===== src/rtl/hedios_dispatch_pkg.sv =====
// Shared types and constants for the HEDIOS RX command dispatcher and its helpers.
package hedios_dispatch_pkg;

  typedef enum logic [2:0] {
    ST_IDLE  = 3'd0,
    ST_POP   = 3'd1,
    ST_LATCH = 3'd2,
    ST_OFFER = 3'd3,
    ST_DROP  = 3'd4
  } state_e;

  localparam int TGT_FIELD_HI = 7;
  localparam int TGT_FIELD_LO = 4;

  localparam int              ERR_W   = 8;
  localparam logic [ERR_W-1:0] ERR_SAT = 8'd255;

  typedef struct packed {
    logic [7:0]  command;
    logic [31:0] data;
  } packet_t;

  function automatic logic [3:0] tgt_index(input logic [7:0] cmd);
    return cmd[TGT_FIELD_HI:TGT_FIELD_LO];
  endfunction

endpackage


===== src/rtl/hedios_timeout_timer.sv =====
// Bounded wait counter: counts enabled cycles and parks at TIMEOUT_CYCLES-1 (never wraps).
module hedios_timeout_timer #(
  parameter int TIMEOUT_CYCLES = 1024
) (
  input  logic clk,
  input  logic rst_n,
  input  logic clear,
  input  logic enable,
  output logic expired
);

  localparam int             TW   = (TIMEOUT_CYCLES > 1) ? $clog2(TIMEOUT_CYCLES) : 1;
  localparam logic [TW-1:0]  LAST = TW'(TIMEOUT_CYCLES - 1);

  logic [TW-1:0] count;

  always_ff @(posedge clk or negedge rst_n) begin
    if (!rst_n)                  count <= '0;
    else if (clear)              count <= '0;
    else if (enable && !expired) count <= count + 1'b1;
  end

  assign expired = (count == LAST);

endmodule


===== src/rtl/hedios_cmd_dispatcher.sv =====
// Drains the HEDIOS RX packet queue and offers each packet to the endpoint named by
// the command's upper nibble, with a bounded handshake plus delivery/error counters.
module hedios_cmd_dispatcher
  import hedios_dispatch_pkg::*;
#(
  parameter int NUM_TARGETS    = 4,
  parameter int TIMEOUT_CYCLES = 1024,
  parameter int CNT_W          = 16
) (
  input  logic                   clk,
  input  logic                   rst_n,
  input  logic                   enable,
  input  logic                   clear_counts,
  input  logic                   queue_empty,
  output logic                   pop_packet,
  input  logic [7:0]             packet_command,
  input  logic [31:0]            packet_data,
  output logic [NUM_TARGETS-1:0] tgt_valid,
  input  logic [NUM_TARGETS-1:0] tgt_ready,
  output logic [7:0]             tgt_command,
  output logic [31:0]            tgt_data,
  output logic                   busy,
  output logic                   bad_target_pulse,
  output logic                   timeout_pulse,
  output logic [CNT_W-1:0]       dispatch_count,
  output logic [ERR_W-1:0]       error_count
);

  state_e     state, state_nxt;
  logic [3:0] idx;
  logic       in_range, offering, xfer;
  logic       timer_clr, timer_en, tmo_expired, timeout_ev, drop_ev;

  assign idx      = tgt_index(tgt_command);
  assign in_range = {1'b0, tgt_index(packet_command)} < 5'(NUM_TARGETS);
  // Only the selected lane can have valid high, so this ignores other readies.
  assign xfer     = |(tgt_valid & tgt_ready);

  always_ff @(posedge clk or negedge rst_n) begin
    if (!rst_n) state <= ST_IDLE;
    else        state <= state_nxt;
  end

  always_comb begin
    state_nxt = state;
    case (state)
      ST_IDLE:  if (enable && !queue_empty) state_nxt = ST_POP;
      ST_POP:   state_nxt = ST_LATCH;
      ST_LATCH: state_nxt = in_range ? ST_OFFER : ST_DROP;
      ST_OFFER: if (xfer || tmo_expired) state_nxt = ST_IDLE;
      ST_DROP:  state_nxt = ST_IDLE;
      default:  state_nxt = ST_IDLE;
    endcase
  end

  always_comb begin
    pop_packet = (state == ST_POP);
    busy       = (state != ST_IDLE);
    offering   = (state == ST_OFFER);
    timer_clr  = (state == ST_LATCH);
    timer_en   = offering && !xfer;
    // A ready on the final cycle wins over the timeout.
    timeout_ev = offering && !xfer && tmo_expired;
    drop_ev    = (state == ST_DROP) || timeout_ev;
  end

  for (genvar i = 0; i < NUM_TARGETS; i++) begin : g_valid
    assign tgt_valid[i] = offering && (idx == 4'(i));
  end

  hedios_timeout_timer #(.TIMEOUT_CYCLES(TIMEOUT_CYCLES)) u_timer (
    .clk     (clk),
    .rst_n   (rst_n),
    .clear   (timer_clr),
    .enable  (timer_en),
    .expired (tmo_expired)
  );

  always_ff @(posedge clk or negedge rst_n) begin
    if (!rst_n) begin
      tgt_command <= '0;
      tgt_data    <= '0;
    end else if (state == ST_LATCH) begin
      tgt_command <= packet_command;
      tgt_data    <= packet_data;
    end
  end

  always_ff @(posedge clk or negedge rst_n) begin
    if (!rst_n) begin
      bad_target_pulse <= 1'b0;
      timeout_pulse    <= 1'b0;
      dispatch_count   <= '0;
      error_count      <= '0;
    end else begin
      bad_target_pulse <= (state == ST_DROP);
      timeout_pulse    <= timeout_ev;
      if (clear_counts)         dispatch_count <= '0;
      else if (offering && xfer) dispatch_count <= dispatch_count + 1'b1;
      if (clear_counts)                         error_count <= '0;
      else if (drop_ev && error_count != ERR_SAT) error_count <= error_count + 1'b1;
    end
  end

endmodule

===== config.mk =====
export PLATFORM = sky130hd
export DESIGN_NAME = hedios_cmd_dispatcher
export DESIGN_NICKNAME = d
export VERILOG_FILES = /design/src/rtl/hedios_dispatch_pkg.sv /design/src/rtl/hedios_timeout_timer.sv /design/src/rtl/hedios_cmd_dispatcher.sv
export SDC_FILE = /design/constraint.sdc
export NUM_CORES = 1
export LEC_CHECK = 0
export CAP_MARGIN = 20
export CORE_ASPECT_RATIO = 2
export CORE_UTILIZATION = 42
export CTS_BUF_LIST = sky130_fd_sc_hd__clkbuf_4
export DETAILED_ROUTE_END_ITERATION = 12
export PLACE_DENSITY_LB_ADDON = 0.25
export SLEW_MARGIN = 25
export SYNTH_ARGS = -nofsm -noshare
export SYNTH_HDL_FRONTEND = slang
export SYNTH_SLANG_ARGS = --single-unit
export TNS_END_PERCENT = 30

===== constraint.sdc =====
create_clock -name clk -period 2.1 [get_ports clk]
set_input_delay 0.42 -clock clk [delete_from_list [all_inputs] [get_ports clk]]
set_output_delay 0.42 -clock clk [all_outputs]
set_load 0.02 [all_outputs]

# Yosys cells after proc, flatten, opt, wreduce, memory -nomap -nowiden
# Cells that the tools add are included.
dict set report totals {
  wordCells 57
  register_bits 79
}
dict set report classes {
  reduce_logical 23
  n_lt_le_gt_ge 1
  n_addsub 3
  muxes 10
  n_bitwise 1
  eq_ne 11
}
# operator n
set ops {}
lappend ops {{$mux 16} 2}
lappend ops {{$mux 10} 2}
lappend ops {{$add 16x1->16 const B} 1}
lappend ops {{$mux 8} 2}
lappend ops {{$pmux 3 s4} 1}
lappend ops {{$add 10x1->10 const B} 1}
lappend ops {{$eq 10x10->1 const B} 1}
lappend ops {{$logic_and 1x1->1} 10}
lappend ops {{$mux 3} 3}
lappend ops {{$add 8x1->8 const B} 1}
lappend ops {{$eq 4x2->1 const B} 2}
lappend ops {{$ne 8x8->1 const B} 1}
lappend ops {{$eq 3x2->1 const B} 2}
lappend ops {{$reduce_bool 2->1} 3}
lappend ops {{$and 4x4->4} 1}
lappend ops {{$eq 4x1->1 const B} 1}
lappend ops {{$logic_not 4->1} 1}
lappend ops {{$lt 4x3->1 const B} 1}
lappend ops {{$reduce_or 4->1} 1}
lappend ops {{$eq 3x1->1 const B} 1}
lappend ops {{$eq 3x3->1 const B} 1}
lappend ops {{$logic_not 1->1} 3}
lappend ops {{$logic_not 3->1} 1}
lappend ops {{$reduce_bool 3->1} 1}
lappend ops {{other kinds (4)} 5}

# Depth between registers and ports, before layout
dict set report logic_depth {
  ltp_word 11
  depth_mapped 7
  mapped_depth_nobuf 6
}

# Hierarchy
# Synthesis repeated with hierarchy kept, for this count alone.
dict set report hier_totals {
  cells_unflattened 301
  area_unflattened_um2 3583.4
}
# mod cells_per_inst seq_area_each_um2 area_per_inst_um2 instances
set by_module_without_submodules {}
lappend by_module_without_submodules {hedios_cmd_dispatcher 245 1726.7 3017.9 1}
lappend by_module_without_submodules {hedios_timeout_timer 56 250.2 565.5 1}

# Least setup slack after synthesis
# OpenSTA, ideal clock, no wires.
dict set report synth_path {
  path_type {register to register}
  start {register tgt_command[4]}
  end {register error_count[3]}
  path_stages_with_launch 7
  path_buffers 1
  slack_ns -0.055
  setup_time_ns 0.078
  t_arrival_ns 2.078
  cell_sequence {dfrtp_1 -> mux4_2 -> a21oi_4 -> o211ai_2 -> buf_2 -> or3_1 -> a21oi_1}
}
dict set report synth_between {
  elab_chain_len 10
}
# element line_no
set synth_rtl {}
lappend synth_rtl {{start, declared} hedios_cmd_dispatcher.sv:20} ;# output logic [7:0] tgt_command,
lappend synth_rtl {{start signal, assigned} hedios_cmd_dispatcher.sv:84} ;# tgt_command <= packet_command;
lappend synth_rtl {{$eq 4x1->1 (tied with other cells)} hedios_cmd_dispatcher.sv:68} ;# assign tgt_valid[i] = offering && (idx == 4'(i));
lappend synth_rtl {{$logic_and 1x1->1} hedios_cmd_dispatcher.sv:68}
lappend synth_rtl {{$and 4x4->4 (*)} hedios_cmd_dispatcher.sv:37} ;# assign xfer = |(tgt_valid & tgt_ready);
lappend synth_rtl {{$reduce_or 4->1 (*)} hedios_cmd_dispatcher.sv:37}
lappend synth_rtl {{$logic_not 1->1 (*)} hedios_cmd_dispatcher.sv:63} ;# timeout_ev = offering && !xfer && tmo_expired;
lappend synth_rtl {{$logic_and 1x1->1 (*) (2 in series)} hedios_cmd_dispatcher.sv:63}
lappend synth_rtl {{$logic_or 1x1->1 (*)} hedios_cmd_dispatcher.sv:64} ;# drop_ev = (state == ST_DROP) || timeout_ev;
lappend synth_rtl {{$logic_and 1x1->1 (*)} hedios_cmd_dispatcher.sv:101} ;# else if (drop_ev && error_count != ERR_SAT) error_count <= error_count + 1'b1;
lappend synth_rtl {{$reduce_bool 2->1 (no line) (*)} n/a}
lappend synth_rtl {{end signal, assigned} hedios_cmd_dispatcher.sv:101}
lappend synth_rtl {{end, declared} hedios_cmd_dispatcher.sv:26} ;# output logic [ERR_W-1:0] error_count
# Mark *: on every way between the ends. The rest lies on a longest branch, timed or not.
# A chain may end at the register's enable or synchronous reset.

# Final worst setup path
dict set report layout_path {
  start {register tgt_command[4]}
  end {register u_timer.count[6]}
}
dict set report layout_between {
  elab_chain_len 8
}
# element line_no
set layout_rtl {}
lappend layout_rtl {{$eq 4x1->1 (tied with other cells)} hedios_cmd_dispatcher.sv:68}
lappend layout_rtl {{$logic_and 1x1->1} hedios_cmd_dispatcher.sv:68}
lappend layout_rtl {{$and 4x4->4 (*)} hedios_cmd_dispatcher.sv:37}
lappend layout_rtl {{$reduce_or 4->1 (*)} hedios_cmd_dispatcher.sv:37}
lappend layout_rtl {{$logic_not 1->1 (*)} hedios_cmd_dispatcher.sv:61} ;# timer_en = offering && !xfer;
lappend layout_rtl {{$logic_and 1x1->1 (*)} hedios_cmd_dispatcher.sv:61}
lappend layout_rtl {{$logic_and 1x1->1 (*)} hedios_timeout_timer.sv:20} ;# else if (enable && !expired) count <= count + 1'b1;
lappend layout_rtl {{$reduce_bool 2->1 (no line) (*)} n/a}
lappend layout_rtl {{end signal, assigned} hedios_timeout_timer.sv:20}
lappend layout_rtl {{end, declared} hedios_timeout_timer.sv:15} ;# logic [TW-1:0] count;
# Marked as above.

==> impl_metrics.ini <==
[run_status]
outcome = finished clean

[grt]
globalRoute.totalOverflow = 0
grt_pass1_vias = 3334
grt_usage_pct = 22.75
grt_max_degree = 42
grt_first_pass_wirelength_um = 15150
antenna_found_initial = 0

[setup_path]
worstSetupPathType = register to register
r2r-end = u_timer.count[6]
ff2ff_path_depth = 6
slowest_stage = mux4_2
crit_family = compound AO/OA/AOI/OAI gates
critPathMaxStageDelay_ps = 560
r2r-start = tgt_command[4]
cp_data_arrival_time_ps = 2320
crit_chain = mux4_2 -> a21oi_4 -> buf_4 -> nand2_2 -> o311ai_2 -> o41ai_1
crit_fanout = 8
start_kind = register
required_ps = 2390
critPathBufInv = 1
reg2reg_setup_slack_ps = 70
end_kind = register

[cts]
clkTransAtPathRegs_ps = 120
clockBufferDepth = 2
worstSkewPairLatency_ps = 430
h-tree-depth = 3
cts.sinks = 79
numCtsBuffers = 9
post_cts_buffers = 0
cts_tree = done
cts_root_buf = clkbuf_4

[power]
total_power_mw = 5.667
p_leak_nw = 2.359
p_per_area_mw_per_mm2 = 1092
ir_worst_vdd_v = 0.0006947

[floorplanning]
die_x_um = 66.76
die_area_mm2 = 0.008779
rows = 46
design.portCount = 121
die-height_um = 131.5
core_mm2 = 0.008000
start_util_pct = 44.03

[synthesis]
synth_nets = 437
yosys_warnings = 0
avgSynthCellArea_um2 = 9.148
synthArstFlopShare_pct = 100.0
synth_area_mm2 = 0.003522
synth_top_flop_cell = dfrtp_1
synth-seq-cells = 79
yosysSeqAreaShare_pct = 56.13
synth_cell_types = 42
synthCells = 385
synth_edf_count = 0

[sta]
rsz0062_at_grt = true
period_minus_slack_ps = 2033
final-setup-viol-count = 0
period_share_pct = 96.79
maxSlewHeadroom_pct = 65.73
max_freq_mhz = 492.0
hold_violations = 0
skew_ps = 16.61
slew_violations = 0
tightest_slew_ps = 514.1
fin_worst_hold_slack_ps = 481.8
postLayoutSetupSlackWorst_ps = 67.37

[layout]
final_nets = 579
area_growth_pct = 47.32
layout_common_cells = nand2_1 (139), clkdlybuf4s50_1 (113), dfrtp_1 (77)
instances_no_fill = 628
layout_commonest_cell = nand2_1
design_area_mm2 = 0.005189
drive_gt1_share_pct = 11.28
antenna-diode-count = 0

[worst_hold_path]
hold-path-cell-count = 2
hold_path_class = register to register
hold_end = tgt_command[0]
hp-start = tgt_command[0]

[placement]
gp_congestion = 0.8210
numPortBuffers = 120
dpl_cell_area_mm2 = 0.005000
hpwl_um = 6539
dp_cells = 611
pre_cts_slack_ps = -331.5

[drt]
wl_per_cell_um = 14.38
antenna_violating_nets_post_route = 0
drc_errors = 0
wirelength_um = 9033
vias_per_cell = 5.159
firstDrtPassIters = 4
drt-initial-drc-count = 130
vias = 3240

[run]
cap_violations = 0
[state kept, by name, summed over array words and instances, names as in the netlist]
signal	flops
bad_target_pulse	1
error_count	8
state	3
tgt_data	32
timeout_pulse	1
u_timer.count	10
tgt_command	8
dispatch_count	16
[Yosys cell counts (2+ instances only)]
library cell | number | area share (%)
buf_1 | 4 | 0.43
nor3_1 | 8 | 1.1
nand4_1 | 5 | 0.89
nor3b_1 | 3 | 0.64
or3_1 | 5 | 0.89
and3_1 | 6 | 1.1
dfrtp_1 | 79 | 56
nand3_1 | 18 | 2.6
nand2_1 | 140 | 15
buf_2 | 2 | 0.28
clkbuf_1 | 10 | 1.1
o21ai_0 | 4 | 0.57
a21oi_1 | 10 | 1.4
xor2_1 | 8 | 2.0
nor4_1 | 8 | 1.4
inv_1 | 4 | 0.43
o31ai_1 | 5 | 1.1
o211ai_1 | 2 | 0.43
ha_1 | 3 | 1.1
nor2_1 | 29 | 3.1
xnor2_1 | 11 | 2.7
[per-layer routing]
layer | up-vias | track usage (%) | part of all wire [%]
met5 | - | 0 | 0
met4 | 0 | 10.76 | 3.0
met3 | 23 | 6.684 | 5.6
met2 | 105 | 39.73 | 55
met1 | 1553 | 23.82 | 36
li1 | 1559 | - | -
[layout make-up]
class / instances / area, um2
multi-input cells: 286 / 1510
repair buffers: 147 / 1409
inverters: 4 / 15.01
fillers: 665 / 2811
clock buffers: 11 / 82.58
flip-flops and latches: 79 / 1979
well taps: 96 / 120.1
clock inverters: 5 / 72.57
[through the flow]
step	setup TNS, ps	util (%)
final	0	64.86
after global routing	-27.05	64.86
after CTS	0	64.44
after detailed placement	-7407	62.50
after global placement	-6724	62.50
after floorplan	0	-
[logic make-up after synthesis]
| logic type | after synthesis | synth area share [%] |
|---|---|---|
| AO/OA/AOI/OAI | 30 | 5.897 |
| XOR/XNOR | 19 | 4.725 |
| adder cells (fa/ha/maj) | 3 | 1.066 |
| buffers and inverters | 20 | 2.202 |
| flip-flops | 79 | 56.13 |
| multiplexers | 4 | 1.563 |
| AND/OR/NAND/NOR | 230 | 28.42 |
[worst max-delay path by stage]
stage	end	slack, ps	depth (start not counted)	from
after floorplan	error_count[3]	40	6	tgt_command[4]
after global placement	error_count[5]	-310	7	tgt_ready[3]
after detailed placement	error_count[5]	-330	7	tgt_ready[3]
after CTS	u_timer.count[6]	10	6	tgt_command[4]
after global routing	tgt_valid[0]	-30	5	state[0]
final	u_timer.count[6]	70	6	tgt_command[4]
[worst register-to-register path: cells and delay by family (launching register included)]
kind	cells	cell delay [ps]
buffers and inverters	1	160
and+or+nand+nor	1	130
DFF	1	390
AOI/OAI and AO/OA	3	660
muxes	1	560
[where the power goes]
group          total, mW  leakage, nW  switching [mW]  internal (mW)
logic               2.49         1.24            1.36           1.13
clock network      0.995       0.0859           0.494          0.501
registers           2.18         1.03           0.241           1.94
[repair_timing]
action	CTS	global route
endpoints found under the setup margin	7	14
resized for setup	21	8
endpoints found under the hold margin	36	0
hold buffers	1	0
No activity file was read; power rests on OpenSTA's default activity.
